[src/rtl/xdma_nd_addr_gen.sv]
// N-dimensional, multi-destination address generator: walks a mixed-radix loop nest
// and emits NrBroadcast addresses per valid/ready beat.
module xdma_nd_addr_gen #(
  parameter int unsigned AddrWidth   = 48,
  parameter int unsigned BoundWidth  = 19,
  parameter int unsigned StrideWidth = 19,
  parameter int unsigned NrDimension = 6,
  parameter int unsigned NrBroadcast = 4
) (
  input  logic                               clk_i,
  input  logic                               rst_ni,
  input  logic                               clear_i,
  input  logic                               cfg_valid_i,
  output logic                               cfg_ready_o,
  input  logic [NrBroadcast*AddrWidth-1:0]   cfg_base_i,
  input  logic [NrDimension*BoundWidth-1:0]  cfg_bound_i,
  input  logic [NrDimension*StrideWidth-1:0] cfg_stride_i,
  input  logic [NrBroadcast-1:0]             cfg_dest_en_i,
  output logic                               addr_valid_o,
  input  logic                               addr_ready_i,
  output logic [NrBroadcast*AddrWidth-1:0]   addr_o,
  output logic [NrBroadcast-1:0]             dest_en_o,
  output logic                               addr_last_o,
  output logic                               done_o
);

  localparam logic [1:0] StIdle = 2'd0;
  localparam logic [1:0] StRun  = 2'd1;
  localparam logic [1:0] StDone = 2'd2;

  logic [1:0]                               state_q, state_d;
  logic [NrBroadcast*AddrWidth-1:0]         base_q;
  logic [NrDimension*BoundWidth-1:0]        bound_q;
  logic [NrDimension*StrideWidth-1:0]       stride_q;
  logic [NrBroadcast-1:0]                   dest_en_q;
  logic [NrDimension-1:0][BoundWidth-1:0]   cnt_q, cnt_d;
  logic [NrDimension-1:0][AddrWidth-1:0]    off_q, off_d;
  logic [NrDimension-1:0][AddrWidth-1:0]    stride_ext;
  logic [NrDimension-1:0]                   at_max, step, wrap, cfg_bound_zero;
  logic [NrDimension:0]                     carry;
  logic [AddrWidth-1:0]                     off_sum;
  logic                                     cfg_hs, addr_hs;

  assign cfg_ready_o  = (state_q == StIdle);
  assign addr_valid_o = (state_q == StRun);
  assign done_o       = (state_q == StDone);
  assign addr_last_o  = addr_valid_o & carry[NrDimension];
  assign dest_en_o    = dest_en_q;

  // clear_i wins over any handshake in the same cycle.
  assign cfg_hs  = cfg_valid_i & cfg_ready_o & ~clear_i;
  assign addr_hs = addr_valid_o & addr_ready_i & ~clear_i;

  // Carry chain: a dimension steps only when every inner dimension sits at its maximum.
  assign carry[0] = 1'b1;
  for (genvar gi = 0; gi < NrDimension; gi++) begin : g_dim
    assign at_max[gi]         = cnt_q[gi] == (bound_q[gi*BoundWidth +: BoundWidth] - BoundWidth'(1));
    assign carry[gi+1]        = carry[gi] & at_max[gi];
    assign step[gi]           = carry[gi] & ~at_max[gi];
    assign wrap[gi]           = carry[gi] & at_max[gi];
    assign stride_ext[gi]     = AddrWidth'(stride_q[gi*StrideWidth +: StrideWidth]);
    assign cfg_bound_zero[gi] = (cfg_bound_i[gi*BoundWidth +: BoundWidth] == '0);
  end

  always_comb begin
    off_sum = '0;
    for (int d = 0; d < NrDimension; d++) begin
      off_sum = off_sum + off_q[d];
    end
  end

  for (genvar gi = 0; gi < NrBroadcast; gi++) begin : g_dest
    assign addr_o[gi*AddrWidth +: AddrWidth] = base_q[gi*AddrWidth +: AddrWidth] + off_sum;
  end

  always_comb begin
    cnt_d = cnt_q;
    off_d = off_q;
    if (cfg_hs) begin
      cnt_d = '0;
      off_d = '0;
    end else if (addr_hs) begin
      for (int d = 0; d < NrDimension; d++) begin
        if (step[d]) begin
          cnt_d[d] = cnt_q[d] + BoundWidth'(1);
          off_d[d] = off_q[d] + stride_ext[d];
        end else if (wrap[d]) begin
          cnt_d[d] = '0;
          off_d[d] = '0;
        end
      end
    end
  end

  always_comb begin
    state_d = state_q;
    case (state_q)
      StIdle:  if (cfg_hs) state_d = (|cfg_bound_zero) ? StDone : StRun;
      StRun:   if (addr_hs && addr_last_o) state_d = StDone;
      StDone:  state_d = StIdle;
      default: state_d = StIdle;
    endcase
    if (clear_i) state_d = StIdle;
  end

  always_ff @(posedge clk_i or negedge rst_ni) begin
    if (!rst_ni) begin
      state_q   <= StIdle;
      base_q    <= '0;
      bound_q   <= '0;
      stride_q  <= '0;
      dest_en_q <= '0;
      cnt_q     <= '0;
      off_q     <= '0;
    end else begin
      state_q <= state_d;
      cnt_q   <= cnt_d;
      off_q   <= off_d;
      if (cfg_hs) begin
        base_q    <= cfg_base_i;
        bound_q   <= cfg_bound_i;
        stride_q  <= cfg_stride_i;
        dest_en_q <= cfg_dest_en_i;
      end
    end
  end

endmodule

[config.mk]
export PLATFORM = sky130hd
export DESIGN_NAME = xdma_nd_addr_gen
export DESIGN_NICKNAME = d
export VERILOG_FILES = /design/src/rtl/xdma_nd_addr_gen.sv
export SDC_FILE = /design/constraint.sdc
export NUM_CORES = 2
export LEC_CHECK = 0
export CAP_MARGIN = 10
export CORE_MARGIN = 3
export CORE_UTILIZATION = 38
export CTS_CLUSTER_SIZE = 25
export DETAILED_ROUTE_END_ITERATION = 12
export PLACE_DENSITY = 0.6
export RECOVER_POWER = 50
export SYNTH_ARGS = -nofsm -noshare
export SYNTH_HDL_FRONTEND = slang
export SYNTH_SLANG_ARGS = --single-unit
[constraint.sdc]
create_clock -name clk_i -period 9.8 [get_ports clk_i]
set_input_delay 1.47 -clock clk_i [delete_from_list [all_inputs] [get_ports clk_i]]
set_output_delay 1.47 -clock clk_i [all_outputs]
set_load 0.05 [all_outputs]
After elaboration in Yosys (flattened, before gate mapping)
Cells that the tools add are included.
W data, S select, Z words.
{ "totals": {"output_inout_bits": 200, "elab_cells": 127, "ff_bits": 828, "input_bits": 429} }
{ "classes": {"muxes": 31, "reduce_logical": 21, "bitwise": 21, "addsub": 27, "n_eq_ne": 10} }
{ "op_table": {"columns": ["cell", "n"], "rows": [
  ["$mux W288", 2],
  ["$mux W48", 11],
  ["$add A48 B48 Y48", 9],
  ["$add A48 B19 Y48", 6],
  ["$mux W114", 2],
  ["$mux W19", 11],
  ["$add A19 B1 Y19 const B", 6],
  ["$eq A19 B19 Y1", 6],
  ["$logic_not A19 Y1", 6],
  ["$sub A19 B1 Y19 const B", 6],
  ["$and A1 B1 Y1", 15],
  ["$reduce_bool A3 Y1", 5],
  ["$reduce_and A2 Y1", 6],
  ["$mux W2", 4],
  ["$ne A3 B2 Y1 const B", 2],
  ["$not A1 Y1", 6],
  ["$reduce_or A6 Y1", 1],
  ["$pmux W2 S2", 1],
  ["$eq A2 B1 Y1 const B", 1],
  ["$eq A2 B2 Y1 const B", 1],
  ["$logic_not A2 Y1", 1],
  ["$reduce_bool A2 Y1", 1],
  ["$logic_and A1 B1 Y1", 1]
]} }

Longest topological paths before layout
{ "depth": {"word_depth": 12, "ltp_mapped": 34, "ltp_nobuf": 33} }

Worst setup path before layout
OpenSTA, ideal clock, no wires.
{ "synth_path": {"path_type": "flip-flop to output port", "startpoint": "reg off_q[152] in the netlist's numbering", "endpoint": "out addr_o[140]", "setup_slack_ns": 0.425, "required_time_ns": 8.330, "n_path_buf": 0, "path_stages_with_launch": 32, "arrival_time_ns": 7.905, "path_cell_list": "dfrtp_1 > inv_1 > fa_1 > inv_1 > fa_1 > inv_1 > fa_1 > inv_1 > ha_1 > and4_1 > nand2_1 > or4b_2 > o211ai_1 > o21ai_0 > o21ai_0 > a21o_1 > a21o_1 > a21o_1 > a21oi_1 > xnor2_1 > ha_1 > nand2_1 > nand2_1 > a21oi_1 > o21bai_1 > a21oi_1 > o31a_1 > o21a_1 > o31ai_1 > nand2_1 > nand2_1 > o311ai_0"} }
{ "synth_between": {"elab_chain_len": 4} }
{ "synth_lines": {"columns": ["element", "line_no", "rtl"], "rows": [
  ["from (decl)", "37", "logic [NrDimension-1:0][AddrWidth-1:0] off_q, off_d;"],
  ["from (signal assigned)", "114", "off_q <= '0;"],
  ["from (signal assigned)", "118", "off_q <= off_d;"],
  ["$add A48 B48 Y48 (3 in series)", "68", "off_sum = off_sum + off_q[d];"],
  ["$add A48 B48 Y48", "73", "assign addr_o[gi*AddrWidth +: AddrWidth] = base_q[gi*AddrWidth +: AddrWidth] + off_sum;"],
  ["to (decl)", "21", "output logic [NrBroadcast*AddrWidth-1:0] addr_o,"]
]} }
Every way passes these cells.

Worst setup path after layout
{ "layout_path": {"startpoint": "reg off_q[145] in the netlist's numbering", "endpoint": "out addr_o[189]"} }
The elaborated chain is that of the path after synthesis.

==> results.py <==
metrics = {
    "status": {
        "status": "finished, violations left",
        "failed_checks": "capacitance limit, slew limit",
    },
    "global_routing": {
        "number_of_global_route_vias_before_repair": 54700,
        "grt_antenna_before_repair": 2,
        "track_usage": 0.251,
        "grt_use_met2": 0.417,
        "globalRouteOverflowTotal": 0,
        "grt_start_max_net_pins": 172,
        "use_met1": 0.337,
        "grt.busiest_layer": "met2",
        "grt_pass1_wl_um": 323000,
        "global_route_met3_utilization": 0.0326,
    },
    "setup_path": {
        "rr_worst_depth": 9,
        "crit_type": "flip-flop to primary output",
        "end_kind": "primary output",
        "worst_path_required_time_ns": 8.33,
        "timing.rr.end": "off_q[135]$_DFFE_PN0P_",
        "cp_max_fo": 7,
        "worst_path_max_delay_cell": "fa_1",
        "worst_path_most_repeated_cell": "a21o_1",
        "worst-r2r-setup-slack_ns": 4.00,
        "kind_of_start_point_of_the_critical_path": "flip-flop",
        "cpPeakStageDelay_ns": 0.58,
        "cp.arrival_ns": 7.97,
        "critical_register_to_register_path_startpoint": "state_q[0]$_DFFE_PN0P_",
    },
    "synthesis": {
        "synthDistinctLibCells": 87,
        "synth_largest_area_cell": "dfrtp_1",
        "synth_warnings": 0,
        "synth.yosys.seq_area_share": 0.339,
        "flop_and_latch_count_out_of_synthesis": 828,
        "synth-edff-count": 0,
        "syn-mean-instance-area_um2": 8.26,
        "yosys-top-cells-area": "dfrtp_1, nand2_1, ha_1",
        "postSynthNetCount": 8396,
        "dominantRegCellSynth": "dfrtp_1",
        "netlist_area_mm2": 0.0611,
        "fraction_of_registers_with_async_set_or_reset_after_synthesis": 1.00,
        "post_synth_inst_count": 7398,
        "yosys.area.top_type_share": 0.339,
    },
    "final_layout": {
        "final_util": 0.476,
        "layout.cells.most_common_list": "nand2_1, dfrtp_1, inv_1",
        "instances_no_fill": 10300,
        "antenna_cells_inserted": 0,
        "most_common_library_cell_in_the_layout_ignoring_fill_and_taps": "nand2_1",
        "synthToLayoutAreaGrowth_pct": 24.0,
        "finish.net_count": 9019,
        "design_area_mm2": 0.0757,
        "layout-drive-gt1-share": 0.0771,
    },
    "placement": {
        "port-buffer-count": 628,
        "placed_cell_area_mm2": 0.0709,
        "placed_cells_incl_taps": 10000,
        "place.gp.congestion": 0.964,
        "dpl.hpwl_um": 165000,
    },
    "route": {
        "detailroute.via_count": 55600,
        "drt_wl_total_um": 213000,
        "drt_first_iter_violations": 4191,
        "routed_wirelength_normalized_by_instance_count_um": 20.8,
        "drc": 0,
        "number_of_routed_nets_with_antenna_violations": 0,
        "dr.pass1.iters": 6,
        "avgViaCountPerCell": 5.42,
    },
    "power": {
        "power.leakage_nw": 36.3,
        "ir_worst_vdd_mv": 0.252,
        "power_mw": 14.5,
        "power.density_cell_area_mw_per_mm2": 191,
    },
    "sta": {
        "fmaxAchievable_mhz": 106,
        "finalCriticalPeriod_ns": 9.44,
        "timing.max_slew.rel_slack": -2.51,
        "fin_skew_ns": 0.0438,
        "tightestPinTransition_ns": 5.27,
        "final.hold.worst_slack_ns": 0.479,
        "number_of_pins_exceeding_their_max_slew_limit_in_the_final_report": 582,
        "fraction_of_the_cycle_the_final_worst_path_needs": 0.963,
        "report.final.setup_viol": 0,
        "final-hold-violation-count": 0,
        "rsz_0062_raised_after_global_routing": "yes",
    },
    "min_path": {
        "worst_hold_path.num_cells": 1,
        "hold_path_startpoint": "off_q[261]$_DFFE_PN0P_",
        "min-delay-path-class": "flip-flop to flip-flop",
        "holdPathEnd": "off_q[261]$_DFFE_PN0P_",
    },
    "die": {
        "die-height_um": 407,
        "floorplan.initialDensity": 0.384,
        "die_area_mm2": 0.166,
        "top_level_ports": 629,
        "core.rowCount": 146,
        "floorplan.die.width_um": 407,
        "core_mm2": 0.159,
    },
    "flow_run": {
        "cap_viol_max_count": 9,
    },
    "cts": {
        "max_root_sink_buffers": 3,
        "clk_latency_ns": 0.75,
        "cts-hold-fix-buffers": 0,
        "clk_pin_slew_worst_paths_ns": 0.06,
        "tritoncts.num_buffers": 103,
        "clock_sink_count": 828,
        "tritoncts": "yes",
        "htree_num_levels": 3,
        "clk_root_buffer_cell": "clkbuf_16",
    },
}
state kept, by name, indices dropped and copies added (netlist names):
signal and flops:
base_q 192, state_q 2, stride_q 114, dest_en_o 4, cnt_q 114, off_q 288
bound_q 114
metal layers:
| metal | part of all wire | wire length (um) | vias up |
|---|---|---|---|
| met5 | 0.00010 | 22 | - |
| met4 | 0.037 | 7810 | 4 |
| met3 | 0.056 | 11900 | 306 |
| met2 | 0.47 | 99500 | 1665 |
| met1 | 0.44 | 93700 | 27000 |
| li1 | - | - | 26600 |
metrics by stage:
stage          setup TNS [ns]  worst slack, ns
3_3_place_gp          -0.0725          -0.0725
2_1_floorplan               0            0.425
4_1_cts               -0.0585          -0.0441
3_5_place_dp          -0.0899          -0.0888
6_report                    0            0.359
5_1_grt                -0.359          -0.0586
kinds of logic (layout without fill, tap and decap cells):
kind of cell,after synthesis,in the layout,synth area share
multiplexers,16,16,0.00272
buffers and inverters,827,1536,0.0513
XOR/XNOR,546,546,0.0785
AO/OA/AOI/OAI,1609,1609,0.166
adder cells (fa/ha/maj),569,569,0.141
AND/OR/NAND/NOR,3003,3003,0.222
flip-flops,828,828,0.339
what timing repair did:
action,4_1_cts,5_1_grt
gates cloned,0,0
pin swaps,26,54
buffers inserted,14,20
resized for setup,82,117
endpoints found under the setup margin,84,77
worst max path at each step:
stage	start	end	cells after the start
6_report	off_q[145]$_DFFE_PN0P_	addr_o[189]	31
3_3_place_gp	off_q[146]$_DFFE_PN0P_	addr_o[94]	32
2_1_floorplan	off_q[152]$_DFFE_PN0P_	addr_o[140]	31
5_1_grt	off_q[2]$_DFFE_PN0P_	addr_o[189]	33
3_5_place_dp	off_q[146]$_DFFE_PN0P_	addr_o[94]	32
4_1_cts	off_q[146]$_DFFE_PN0P_	addr_o[93]	29
power by group:
group / switching (mW) / internal [mW] / leakage [nW] / total [mW]
logic: 3.83 / 2.31 / 23.6 / 6.14
clock network: 1.71 / 2.45 / 1.80 / 4.15
registers: 0.420 / 3.78 / 10.9 / 4.20
worst max-delay path: cells and delay by family (launching register included):
kind            cells  cell delay (ns)
compound gates     14             2.75
simple gates        4             0.72
fa+ha+maj           6             2.38
flops               1             0.40
buf+inv             5             0.58
xor+xnor            2             0.38
cells in the mapped netlist (173+ instances only):
cell type and n:
a21o_1 186, nor2_1 430, clkbuf_1 233, a21oi_1 356, fa_1 197, o21ai_0 447, inv_1 563, nand3_1 173
dfrtp_1 828, ha_1 372, nand2_1 1637, xnor2_1 336, xor2_1 209
final cells by class:
class	instances	area, um^2
Fill cell	15300	83400
Tap cell	2146	2690
Multi-Input combinational cell	5743	38300
Timing Repair Buffer	779	8250
Clock inverter	60	823
Inverter	566	2120
Clock buffer	131	2850
Sequential cell	828	20700
(Power assumes the default switching activity.)
